[src/rtl/key_press_generator_if.sv]
// key_press_generator_if
//   Command channel of the key press generator.
//   cmd_valid : command present (master -> slave)
//   cmd_ready : generator idle, command accepted when valid && ready (slave -> master)
//   cmd_key   : key index to pulse, 0 -> keys[0], 1 -> keys[1] (master -> slave)
//   cmd_count : number of presses, 0 is legal (master -> slave)
interface key_press_generator_if #(
  parameter int COUNT_W = 4
) ();
  logic               cmd_valid;
  logic               cmd_ready;
  logic               cmd_key;
  logic [COUNT_W-1:0] cmd_count;

  modport master (
    output cmd_valid,
    output cmd_key,
    output cmd_count,
    input  cmd_ready
  );

  modport slave (
    input  cmd_valid,
    input  cmd_key,
    input  cmd_count,
    output cmd_ready
  );
endinterface

[src/rtl/key_press_generator.sv]
// key_press_generator
//   Drives press/release waveforms on a two-key active-high interface.
//   A command (key index, press count) is taken over a valid/ready handshake;
//   the selected key is then pulsed count times, HOLD_CYCLES high followed by
//   GAP_CYCLES low per press.
//
//   clk          : clock, rising edge
//   rst          : asynchronous active-high reset
//   cmd          : command channel (slave side)
//   keys         : registered key drive, 1 = pressed, at most one bit high
//   busy         : command in progress (inverse of cmd.cmd_ready)
//   done         : one-cycle pulse when a command completes
//   presses_sent : completed presses of the current or last command
//
//   state | meaning
//   IDLE  | ready for a command, keys low
//   PRESS | selected key held high, hold timer running
//   GAP   | keys low after a press, gap timer running
module key_press_generator #(
  parameter int HOLD_CYCLES = 3,
  parameter int GAP_CYCLES  = 2,
  parameter int COUNT_W     = 4
) (
  input  logic                 clk,
  input  logic                 rst,
  key_press_generator_if.slave cmd,
  output logic [1:0]           keys,
  output logic                 busy,
  output logic                 done,
  output logic [COUNT_W-1:0]   presses_sent
);

  localparam int MAX_CYC = (HOLD_CYCLES > GAP_CYCLES) ? HOLD_CYCLES : GAP_CYCLES;
  localparam int TMR_W   = (MAX_CYC > 1) ? $clog2(MAX_CYC) : 1;
  // Timers count down to zero, so a phase of L cycles loads L-1.
  localparam logic [TMR_W-1:0] HOLD_LD = TMR_W'(HOLD_CYCLES - 1);
  localparam logic [TMR_W-1:0] GAP_LD  = TMR_W'(GAP_CYCLES - 1);

  typedef enum logic [1:0] {
    IDLE  = 2'd0,
    PRESS = 2'd1,
    GAP   = 2'd2
  } state_t;

  state_t             state_q, state_d;
  logic [TMR_W-1:0]   tmr_q, tmr_d;
  logic [COUNT_W-1:0] remain_q, remain_d;
  logic [COUNT_W-1:0] presses_q, presses_d;
  logic               key_q, key_d;
  logic [1:0]         keys_q, keys_d;
  logic               done_q, done_d;
  logic               accept;

  function automatic logic [1:0] key_onehot(input logic k);
    return k ? 2'b10 : 2'b01;
  endfunction

  // Ready decodes the state register only, no path from cmd_valid.
  assign cmd.cmd_ready = (state_q == IDLE);
  assign busy          = (state_q != IDLE);
  assign accept        = cmd.cmd_valid && (state_q == IDLE);

  assign keys         = keys_q;
  assign done         = done_q;
  assign presses_sent = presses_q;

  // State register (also holds the datapath registers).
  always_ff @(posedge clk or posedge rst) begin
    if (rst) begin
      state_q   <= IDLE;
      tmr_q     <= '0;
      remain_q  <= '0;
      presses_q <= '0;
      key_q     <= 1'b0;
      keys_q    <= 2'b00;
      done_q    <= 1'b0;
    end else begin
      state_q   <= state_d;
      tmr_q     <= tmr_d;
      remain_q  <= remain_d;
      presses_q <= presses_d;
      key_q     <= key_d;
      keys_q    <= keys_d;
      done_q    <= done_d;
    end
  end

  // Next-state logic.
  always_comb begin
    state_d = state_q;
    case (state_q)
      IDLE:    if (accept && (cmd.cmd_count != '0)) state_d = PRESS;
      PRESS:   if (tmr_q == '0) state_d = GAP;
      GAP:     if (tmr_q == '0) state_d = (remain_q != '0) ? PRESS : IDLE;
      default: state_d = IDLE;
    endcase
  end

  // Output and datapath logic. keys_d/done_d are computed one cycle ahead so
  // the registered outputs line up with the state they belong to.
  always_comb begin
    tmr_d     = tmr_q;
    remain_d  = remain_q;
    presses_d = presses_q;
    key_d     = key_q;
    keys_d    = 2'b00;
    done_d    = 1'b0;
    case (state_q)
      IDLE: begin
        if (accept) begin
          key_d     = cmd.cmd_key;
          remain_d  = cmd.cmd_count;
          presses_d = '0;
          if (cmd.cmd_count == '0) begin
            done_d = 1'b1;
          end else begin
            keys_d = key_onehot(cmd.cmd_key);
            tmr_d  = HOLD_LD;
          end
        end
      end
      PRESS: begin
        if (tmr_q == '0) begin
          presses_d = presses_q + 1'b1;
          remain_d  = remain_q - 1'b1;
          tmr_d     = GAP_LD;
        end else begin
          keys_d = key_onehot(key_q);
          tmr_d  = tmr_q - 1'b1;
        end
      end
      GAP: begin
        if (tmr_q == '0) begin
          if (remain_q != '0) begin
            keys_d = key_onehot(key_q);
            tmr_d  = HOLD_LD;
          end else begin
            done_d = 1'b1;
          end
        end else begin
          tmr_d = tmr_q - 1'b1;
        end
      end
      default: ;
    endcase
  end

endmodule

[src/flat_wrapper.sv]
// flat-port wrapper written by rule: the top's interface ports become plain ports
module key_press_generator_flat 
#(
  parameter int HOLD_CYCLES = 3,
  parameter int GAP_CYCLES  = 2,
  parameter int COUNT_W     = 4
)
  (clk, rst, keys, busy, done, presses_sent, cmd_cmd_valid, cmd_cmd_key, cmd_cmd_count, cmd_cmd_ready);
  key_press_generator_if #(.COUNT_W(COUNT_W)) cmd_i ();
  input  logic clk;
  input  logic rst;
  output logic [1:0] keys;
  output logic busy;
  output logic done;
  output logic [COUNT_W-1:0] presses_sent;
  input wire logic [$bits(cmd_i.cmd_valid)-1:0] cmd_cmd_valid;
  input wire logic [$bits(cmd_i.cmd_key)-1:0] cmd_cmd_key;
  input wire logic [$bits(cmd_i.cmd_count)-1:0] cmd_cmd_count;
  output wire logic [$bits(cmd_i.cmd_ready)-1:0] cmd_cmd_ready;
  assign cmd_i.cmd_valid = cmd_cmd_valid;
  assign cmd_i.cmd_key = cmd_cmd_key;
  assign cmd_i.cmd_count = cmd_cmd_count;
  assign cmd_cmd_ready = cmd_i.cmd_ready;
  key_press_generator #(.HOLD_CYCLES(HOLD_CYCLES), .GAP_CYCLES(GAP_CYCLES), .COUNT_W(COUNT_W)) u_core (.clk(clk), .rst(rst), .cmd(cmd_i), .keys(keys), .busy(busy), .done(done), .presses_sent(presses_sent));
endmodule
[config.mk]
export PLATFORM = sky130hd
export DESIGN_NAME = key_press_generator_flat
export DESIGN_NICKNAME = d
export VERILOG_FILES = /design/src/rtl/key_press_generator_if.sv /design/src/rtl/key_press_generator.sv /design/src/flat_wrapper.sv
export SDC_FILE = /design/constraint.sdc
export NUM_CORES = 1
export LEC_CHECK = 0
export BUFFER_PORTS_ARGS = -buffer_cell sky130_fd_sc_hd__buf_2
export CAP_MARGIN = 20
export CORE_MARGIN = 2
export CORE_UTILIZATION = 58
export DETAILED_ROUTE_END_ITERATION = 10
export PLACE_DENSITY = 0.82
export RECOVER_POWER = 25
export SKIP_CTS_REPAIR_TIMING = 1
export SYNTH_ARGS = -nofsm -noshare
export SYNTH_HDL_FRONTEND = slang
export SYNTH_SLANG_ARGS = --single-unit
[constraint.sdc]
create_clock -name clk -period 3.1 [get_ports clk]
set_input_delay 0.155 -clock clk [delete_from_list [all_inputs] [get_ports clk]]
set_output_delay 0.155 -clock clk [all_outputs]
set_load 0.02 [all_outputs]
==> results of run 1 <==
==> report_power, final <==
part / internal [mW] / switching, mW / total (mW)
registers: 0.293 / 0.0684 / 0.361
logic: 0.278 / 0.358 / 0.636
clock network: 0.0716 / 0.0661 / 0.138
total: 0.642 / 0.492 / 1.13
==> per-stage QoR <==
step           setup WS, ns  cells
2_1_floorplan          1.31    103
3_3_place_gp           1.23    133
3_5_place_dp           1.11    133
4_1_cts                1.08    137
5_1_grt               0.905    138
6_report               1.10    138
==> state kept, by name, indices dropped and copies added (netlist names) <==
register,flops
u_core.done,1
u_core.keys,2
u_core.presses_sent,4
u_core.remain_q,4
u_core.state_q,2
u_core.key_q,1
u_core.tmr_q,2
==> logic make-up after synthesis <==
family,share of synthesized area
mux,0.0843
buf+inv,0.0536
compound gates,0.163
flops,0.409
simple gates,0.157
fa+ha+maj,0.115
xor+xnor,0.0179
==> layout by cell type, fill, tap and decap left out, types with 3 or more instances in the layout <==
master    Yosys  routed
mux2i_1       3       3
o21ai_1       3       3
buf_2         0      15
a21oi_1       8       8
o21ai_0       5       5
clkbuf_4      0       3
inv_1        12      12
nand3_1       3       3
dfrtp_1      16      16
nor2_1        9       9
ha_1          9       9
nand2_1       5       5
==> cell type report <==
type / instances / area (sq um)
Clock buffer: 4 / 36.3
Fill cell: 122 / 424
Inverter: 12 / 45.0
Multi-Input combinational cell: 73 / 527
Sequential cell: 16 / 400
Tap cell: 16 / 20.0
Timing Repair Buffer: 17 / 88.8
==> worst paths after layout <==
check | slack (ns) | endpoint
setup / recovery | 1.10 | u_core.remain_q[2]
hold / removal | 0.13 | u_core.key_q
setup reg to reg | 1.10 | u_core.remain_q[2]
max in group asynchronous | 2.24 | u_core.remain_q[1]
hold reg to reg | 0.55 | u_core.presses_sent[3]
min in group asynchronous | 0.47 | u_core.done
==> routing by layer <==
metal  vias to the layer above  routed length (um)  track usage
met5                         -                   0            0
met4                         0                  34        0.100
met3                         5                  71       0.0360
met2                        18                 884        0.346
met1                       381                 823        0.249
li1                        396                   -            -
==> metrics.txt, run 1 <==
YS warnings 0; largest area contributor in the synthesized netlist dfrtp_1; core area 0.00154 sq mm; Final Hold Fails 0; CP Data Arrival Time 2.22 ns; DPL Wire Length 1.41 mm; final core utilization 0.725; final WL 1.81 mm; DR WL/cell 13.1 um; EDFF count, synth 0; clock buffer depth 2; first-pass GRT wire length 3.01 mm; GR Overflow Total 0; Syn Area/Cell 9.51 sq um; Cell Area, Synth 980 sq um; total die area 0.00203 sq mm; CP Cell Sequence inv_1, ha_1, mux2i_1, nor2_1, a21oi_1, a21oi_1; GRT Overall Usage 0.205; origin of the worst setup path u_core.state_q[1]; Most Frequent Cell on Critical Path a21oi_1; CTS tree built; number of synthesized register bits 16; Clock Sink Count 16; Top FF cell, synth dfrtp_1; row count 14; relative slew slack 0.594; top-area cell type share of the netlist area 0.409; # diodes 0; Seq/Total Area, Yosys 0.409; crit share post-route 0.647; Post-synth top cells 16 x dfrtp_1, 12 x inv_1, 9 x ha_1, 9 x nor2_1, 8 x a21oi_1; MaxCap Viol Count 0; P_leak 0.554 nW; Final ANT Viol Nets 0; largest net degree at the start of global routing 18; htree depth 1; most frequent cell after synthesis dfrtp_1; clock period minus worst slack 2.00 ns; max-slew violation count 0; min-delay src cmd_cmd_key; cell area after layout 0.00112 sq mm; crit path max-delay cell type ha_1; Clk pin slew, worst setup/hold paths 0.09 ns; Hold Path Depth 2; vias post-DR 800; DRC viols 0; Final setup viols 0; number of global-route vias before repair 742; Critical R2R Launch u_core.state_q[1]; Req. time, crit path 3.32 ns; port buffer count 16; clk_skew 0.00387 ns; fmax 0.499 GHz; boundary pin count 17; Power per Cell Area 1020 mW/mm^2; clk root buf clkbuf_4; DR vias/cell 5.80; Synth area leaders dfrtp_1 41%, ha_1 11%, inv_1 4.6%; RSZ-0062 raised after global routing false; RePlAce Congestion 0.819; status completed; DR iter-0 viols 9; latest clock arrival within the worst-skew pair 0.29 ns; Die X 45.1 um; Layout area overhead 14.0%; critical path start-end classification flop to flop; worst vdd ir 0.631 mV; placed cell area 0.00107 sq mm; Synth async-reset ratio 1.00; Syn Nets 120; layout cells sized above 1 0.205; Pre-Repair DR Iteration Count 4; worst hold path type primary input to flop; setup TNS 0 ns; slew of the pin with the lowest slew margin 0.608 ns; total power 1.13 mW; CTS buffer count 3; Cells after Synth 103; die height 45.1 um; max incr delay on CP 0.49 ns; CP Depth 6; critical path capture point type flop; number of buffers and inverters on the critical path 1; final net count 140; Setup crit start kind flop; CP delay by family, top adder cells; initial antenna violation count 0; Cell variety after synth 33; worst reg2reg path depth 6; WHS 0.127 ns; Initial Util 0.636; crit-path max FO 17
Power figures use the tool's default switching activity.
==> run 2, diff against run 1 <==
Settings changed: CORE_UTILIZATION 58 to 54, PLACE_DENSITY 0.82 to 0.77.
Clock period 3.1 ns to 2 ns, I/O delays scaled along.
==> run 2 against run 1 <==
Compared with the run above:
- clock power increased by 60%
- critical path type unchanged
- fmax grew 11%
- highest routed layer unchanged
- count of clock-buffer cells in the layout is the same
==> metrics.txt, run 2 (synthesized netlist as in run 1, its figures left out) <==
status completed; final WL 2.00 mm (+10%); DR iter-0 viols 13 (+4); Initial Util 0.574 (-0.0619); cell area after layout 0.00114 sq mm (+2.4%); WHS 0.0650 ns (-0.0621 ns); DPL Wire Length 1.44 mm (+1.5%); crit share post-route 0.903 (+0.257); P_leak 0.565 nW (+1.9%); port buffer count 16 (unchanged); Die X 46.6 um (+3.3%); M1 GR Usage 0.246 (-0.00295); met3 global-route usage 0.0510 (+0.0150); Final setup viols 0 (unchanged); # diodes 0 (unchanged); latest clock arrival within the worst-skew pair 0.29 ns (about the same); crit-path max FO 7 (-10); final net count 142 (+1.4%); Req. time, crit path 2.21 ns (-1.11 ns); Final WS setup 0.194 ns (-0.902 ns); commonest non-fill, non-tap cell in the layout dfrtp_1; htree depth 1 (unchanged); Final Hold Fails 0 (unchanged); total die area 0.00217 sq mm (+6.7%); Pre-Repair DR Iteration Count 4 (unchanged); MaxCap Viol Count 0 (unchanged); clock period minus worst slack 1.81 ns (-0.198 ns); commonest cells after routing, fill and taps aside 16 x dfrtp_1, 15 x buf_2, 12 x inv_1; RSZ-0062 raised after global routing false; fmax 0.554 GHz (+11%); core area 0.00171 sq mm (+11%); Clk pin slew, worst setup/hold paths 0.11 ns (+0.02 ns); Register Area 400 sq um (unchanged); CTS buffer count 3 (unchanged); critical path start-end classification flop to flop; DP Worst Slack 0.235 ns (-0.878 ns); placed cell area 0.00110 sq mm (+2.4%); CP Data Arrival Time 2.02 ns (-0.20 ns); Final ANT Viol Nets 0 (unchanged); boundary pin count 17 (unchanged); number of global-route vias before repair 767 (+3.4%); GRT Max-Usage Layer met2; slew of the pin with the lowest slew margin 0.602 ns (-0.00522 ns); CTS tree built; Power per Cell Area 1600 mW/mm^2 (+58%); Layout area overhead 16.7%; critical path capture point type flop; max-slew violation count 0 (unchanged); DR vias/cell 5.42 (-6.6%); worst hold path type primary input to flop; Clock Sink Count 16 (unchanged); layout cells sized above 1 0.218 (+0.0128); clock buffer depth 2 (unchanged); Filler Cell Count 140 (+15%); global routing usage on met2 0.322 (-0.0235); multi-input gate area in the final layout 527 sq um (unchanged); worst vdd ir 0.777 mV (+23%); DRC viols 0 (unchanged); vias post-DR 807 (+0.88%); die height 46.6 um (+3.3%); clk_skew 0.00985 ns (+0.00598 ns); largest net degree at the start of global routing 17 (-1); DR WL/cell 13.4 um (+1.9%); GR Overflow Total 0 (unchanged); clk root buf clkbuf_4; initial antenna violation count 0 (unchanged); first-pass GRT wire length 3.10 mm (+3.0%); row count 15 (+1); GRT Overall Usage 0.204 (about the same); total power 1.83 mW (+61%); relative slew slack 0.598 (+0.00348); RePlAce Congestion 0.795 (-2.8%); setup TNS 0 ns (unchanged); Setup crit start kind flop
==> run 2: cell count changes in the layout (fill, tap and decap cells not counted), sizes merged <==
cell	delta
buf	+2
==> run 2: report_power, final <==
group,switching (mW),internal [mW]
logic,0.588,0.461
registers,0.107,0.454
clock network,0.110,0.111
total,0.805,1.03
==> run 2: layout make-up <==
cell class                 instances  share of cell area
sequential                        16               0.350
multi-input combinational         73               0.461
inverter                          12              0.0394
timing repair buffer              19              0.0908
clock buffer                       4              0.0317
tap                               25              0.0274
==> run 2: path summary, 6_finish.rpt <==
| kind | from | slack [ns] | depth (start not counted) | end |
|---|---|---|---|---|
| max | u_core.state_q[0] | 0.19 | 7 | u_core.remain_q[3] |
| min | cmd_cmd_key | 0.06 | 2 | u_core.key_q |
| max reg2reg | u_core.state_q[0] | 0.19 | 7 | u_core.remain_q[3] |
| min reg2reg | u_core.presses_sent[3] | 0.54 | 2 | u_core.presses_sent[3] |
| max in group asynchronous | rst | 1.17 | 3 | u_core.presses_sent[3] |
| min in group asynchronous | rst | 0.43 | 3 | u_core.keys[0] |
==> run 2: worst max-delay path: stages, from the launching register on <==
cell and delay [ns]:
dfrtp_1 0.43, inv_1 0.10, ha_1 0.29, mux2i_1 0.12
buf_4 0.17, nor2_1 0.33, o21ai_0 0.14, a21oi_1 0.15
==> run 2: layer usage <==
metal  vias up  routed length [um]
met4         0                  13
met3         2                  73
li1        404                   -
met1       381                 971
met5         -                   0
met2        20                 936
==> run 2: per-stage QoR <==
| step | std cells | utilization |
|---|---|---|
| 2_1_floorplan | 103 | - |
| 3_3_place_gp | 144 | 0.643 |
| 3_5_place_dp | 144 | 0.643 |
| 4_1_cts | 148 | 0.664 |
| 5_1_grt | 149 | 0.670 |
| 6_report | 149 | 0.670 |
==> run 3, diff against run 2 <==
Settings changed: CORE_UTILIZATION 54 to 45, CTS_CLUSTER_DIAMETER set to 150, PLACE_DENSITY 0.77 to 0.66.
==> run 3 against run 2 <==
Compared with the run above:
- register-to-register slack is essentially flat
- critical path type unchanged
- cell count grew 0.67%
- fmax grew 0.66%
- setup slack gained 0.012 ns
- die area grew 18%
- sequential share of layout area grew 0.43 points
- non-clock buffer count is the same
- wire length shrank 5.7%
- sequential power is essentially flat
- design area shrank 1.2%
- critical path depth shrank 2
- power shrank 4.2%
==> metrics.txt, run 3 (synthesized netlist as in run 1, its figures left out) <==
GR Overflow Total 0 (unchanged); max-slew violation count 0 (unchanged); port buffer count 16 (unchanged); row count 16 (+1); multi-input gate area in the final layout 527 sq um (unchanged); P_leak 0.549 nW (-2.7%); first-pass GRT wire length 3.32 mm (+7.1%); layout cells sized above 1 0.195 (-0.0226); CTS buffer count 3 (unchanged); # diodes 0 (unchanged); total die area 0.00257 sq mm (+18%); RePlAce Congestion 0.787 (-1.0%); core area 0.00200 sq mm (+17%); critical path start-end classification flop to flop; crit share post-route 0.897 (-0.00595); final WL 1.88 mm (-5.7%); RSZ-0062 raised after global routing false; DR WL/cell 12.5 um (-6.3%); Register Area 400 sq um (unchanged); CTS tree built; Gate power share 0.588 (+0.015); latest clock arrival within the worst-skew pair 0.28 ns (about the same); Placed Instances 146 (+1.4%); largest net degree at the start of global routing 17 (unchanged); fmax 0.557 GHz (+0.66%); clk root buf clkbuf_4; fin cells 150 (+0.67%); Initial Util 0.489 (-0.0843); htree depth 1 (unchanged); final net count 142 (unchanged); DRC viols 0 (unchanged); boundary pin count 17 (unchanged); Layout area overhead 15.3%; switching fraction of total power 0.441 (+0.000668); clock buffer depth 2 (unchanged); Pre-Repair DR Iteration Count 4 (unchanged); Setup crit start kind flop; Clock power frac 0.092 (-0.029); Final setup viols 0 (unchanged); worst hold path type primary input to flop; status completed; part of the power in registers 0.320 (+0.013); Psw 0.773 mW (-4.1%); worst vdd ir 0.736 mV (-5.2%); Req. time, crit path 2.17 ns (-0.04 ns); slew of the pin with the lowest slew margin 0.582 ns (-0.0203 ns); Power per Cell Area 1550 mW/mm^2 (-3.1%); total power 1.75 mW (-4.2%); Clock Sink Count 16 (unchanged); vias post-DR 789 (-2.2%); initial antenna violation count 0 (unchanged); clk_skew 0.00160 ns (-0.00825 ns); Internal 0.981 mW (-4.3%); commonest cells after routing, fill and taps aside 16 x dfrtp_1, 13 x buf_2, 12 x inv_1; CP Data Arrival Time 1.96 ns (-0.06 ns); Filler Cell Count 187 (+34%); number of global-route vias before repair 773 (+0.78%); Final Hold Fails 0 (unchanged); DR vias/cell 5.26 (-2.9%); commonest non-fill, non-tap cell in the layout dfrtp_1; max incr delay on CP 0.41 ns (-0.02 ns); Clk pin slew, worst setup/hold paths 0.08 ns (-0.03 ns); Die X 50.7 um (+8.7%); Final ANT Viol Nets 0 (unchanged); setup TNS 0 ns (unchanged); crit path max-delay cell type or3b_1; DR iter-0 viols 21 (+8); DPL Wire Length 1.48 mm (+3.3%); GRT Overall Usage 0.174 (-0.0305); MaxCap Viol Count 0 (unchanged); die height 50.7 um (+8.7%); clock period minus worst slack 1.79 ns (-0.0119 ns); critical path capture point type flop; crit-path max FO 4 (-3); CP Cell Sequence inv_1, ha_1, or3b_1, o211a_2, mux2_4; relative slew slack 0.611 (+0.0135)
-- run 3: worst paths after layout --
path                                        start                endpoint  slack, ns  cells after the start
max                            u_core.remain_q[0]         u_core.tmr_q[0]       0.21                      5
min in group asynchronous                     rst  u_core.presses_sent[2]       0.41                      3
max reg2reg                    u_core.remain_q[0]         u_core.tmr_q[0]       0.21                      5
min                                   cmd_cmd_key            u_core.key_q       0.08                      2
min reg2reg                u_core.presses_sent[3]  u_core.presses_sent[3]       0.54                      2
max in group asynchronous                     rst          u_core.keys[0]       1.21                      3
-- run 3: metrics by stage --
stage	setup WS (ns)	util	hold slack (ns)	instance area (sq um)
floorplan	0.208	-	0.0137	980
global placement	0.273	0.550	0.183	1100
detailed placement	0.224	0.550	0.195	1100
CTS	0.206	0.561	-0.112	1120
global route	0.0720	0.564	0.0724	1130
finish	0.206	0.564	0.0821	1130
-- run 3: power by group through the flow --
stage | Clock, mW | Sequential, mW | Combinational, mW
floorplan | 0 | 0.590 | 0.738
finish | 0.162 | 0.561 | 1.03
global placement | 0 | 0.561 | 1.00
global route | 0.183 | 0.580 | 1.16
CTS | 0.164 | 0.560 | 1.04
detailed placement | 0 | 0.564 | 1.03
-- run 3: layer usage --
metal	global-route usage	part of all wire	wire length [um]	vias to the layer above
li1	-	-	-	400
met4	0.0450	0.0069	13	0
met1	0.209	0.46	864	369
met3	0.0625	0.057	107	2
met5	0	0	0	-
met2	0.294	0.48	896	18
-- run 3: worst max-delay path: cells and delay by family, from the launching register on --
| family | cells | cell delay, ns |
|---|---|---|
| buffers and inverters | 1 | 0.09 |
| adder cells (fa/ha/maj) | 1 | 0.17 |
| flip-flops | 1 | 0.40 |
| multiplexers | 1 | 0.30 |
| AND/OR/NAND/NOR | 1 | 0.41 |
| AO/OA/AOI/OAI | 1 | 0.32 |
-- run 3: cell type report --
| type | instances | area share |
|---|---|---|
| clock buffers | 3 | 0.0199 |
| repair buffers | 19 | 0.0897 |
| flip-flops and latches | 16 | 0.354 |
| well taps | 27 | 0.0299 |
| multi-input cells | 73 | 0.466 |
| inverters | 12 | 0.0399 |
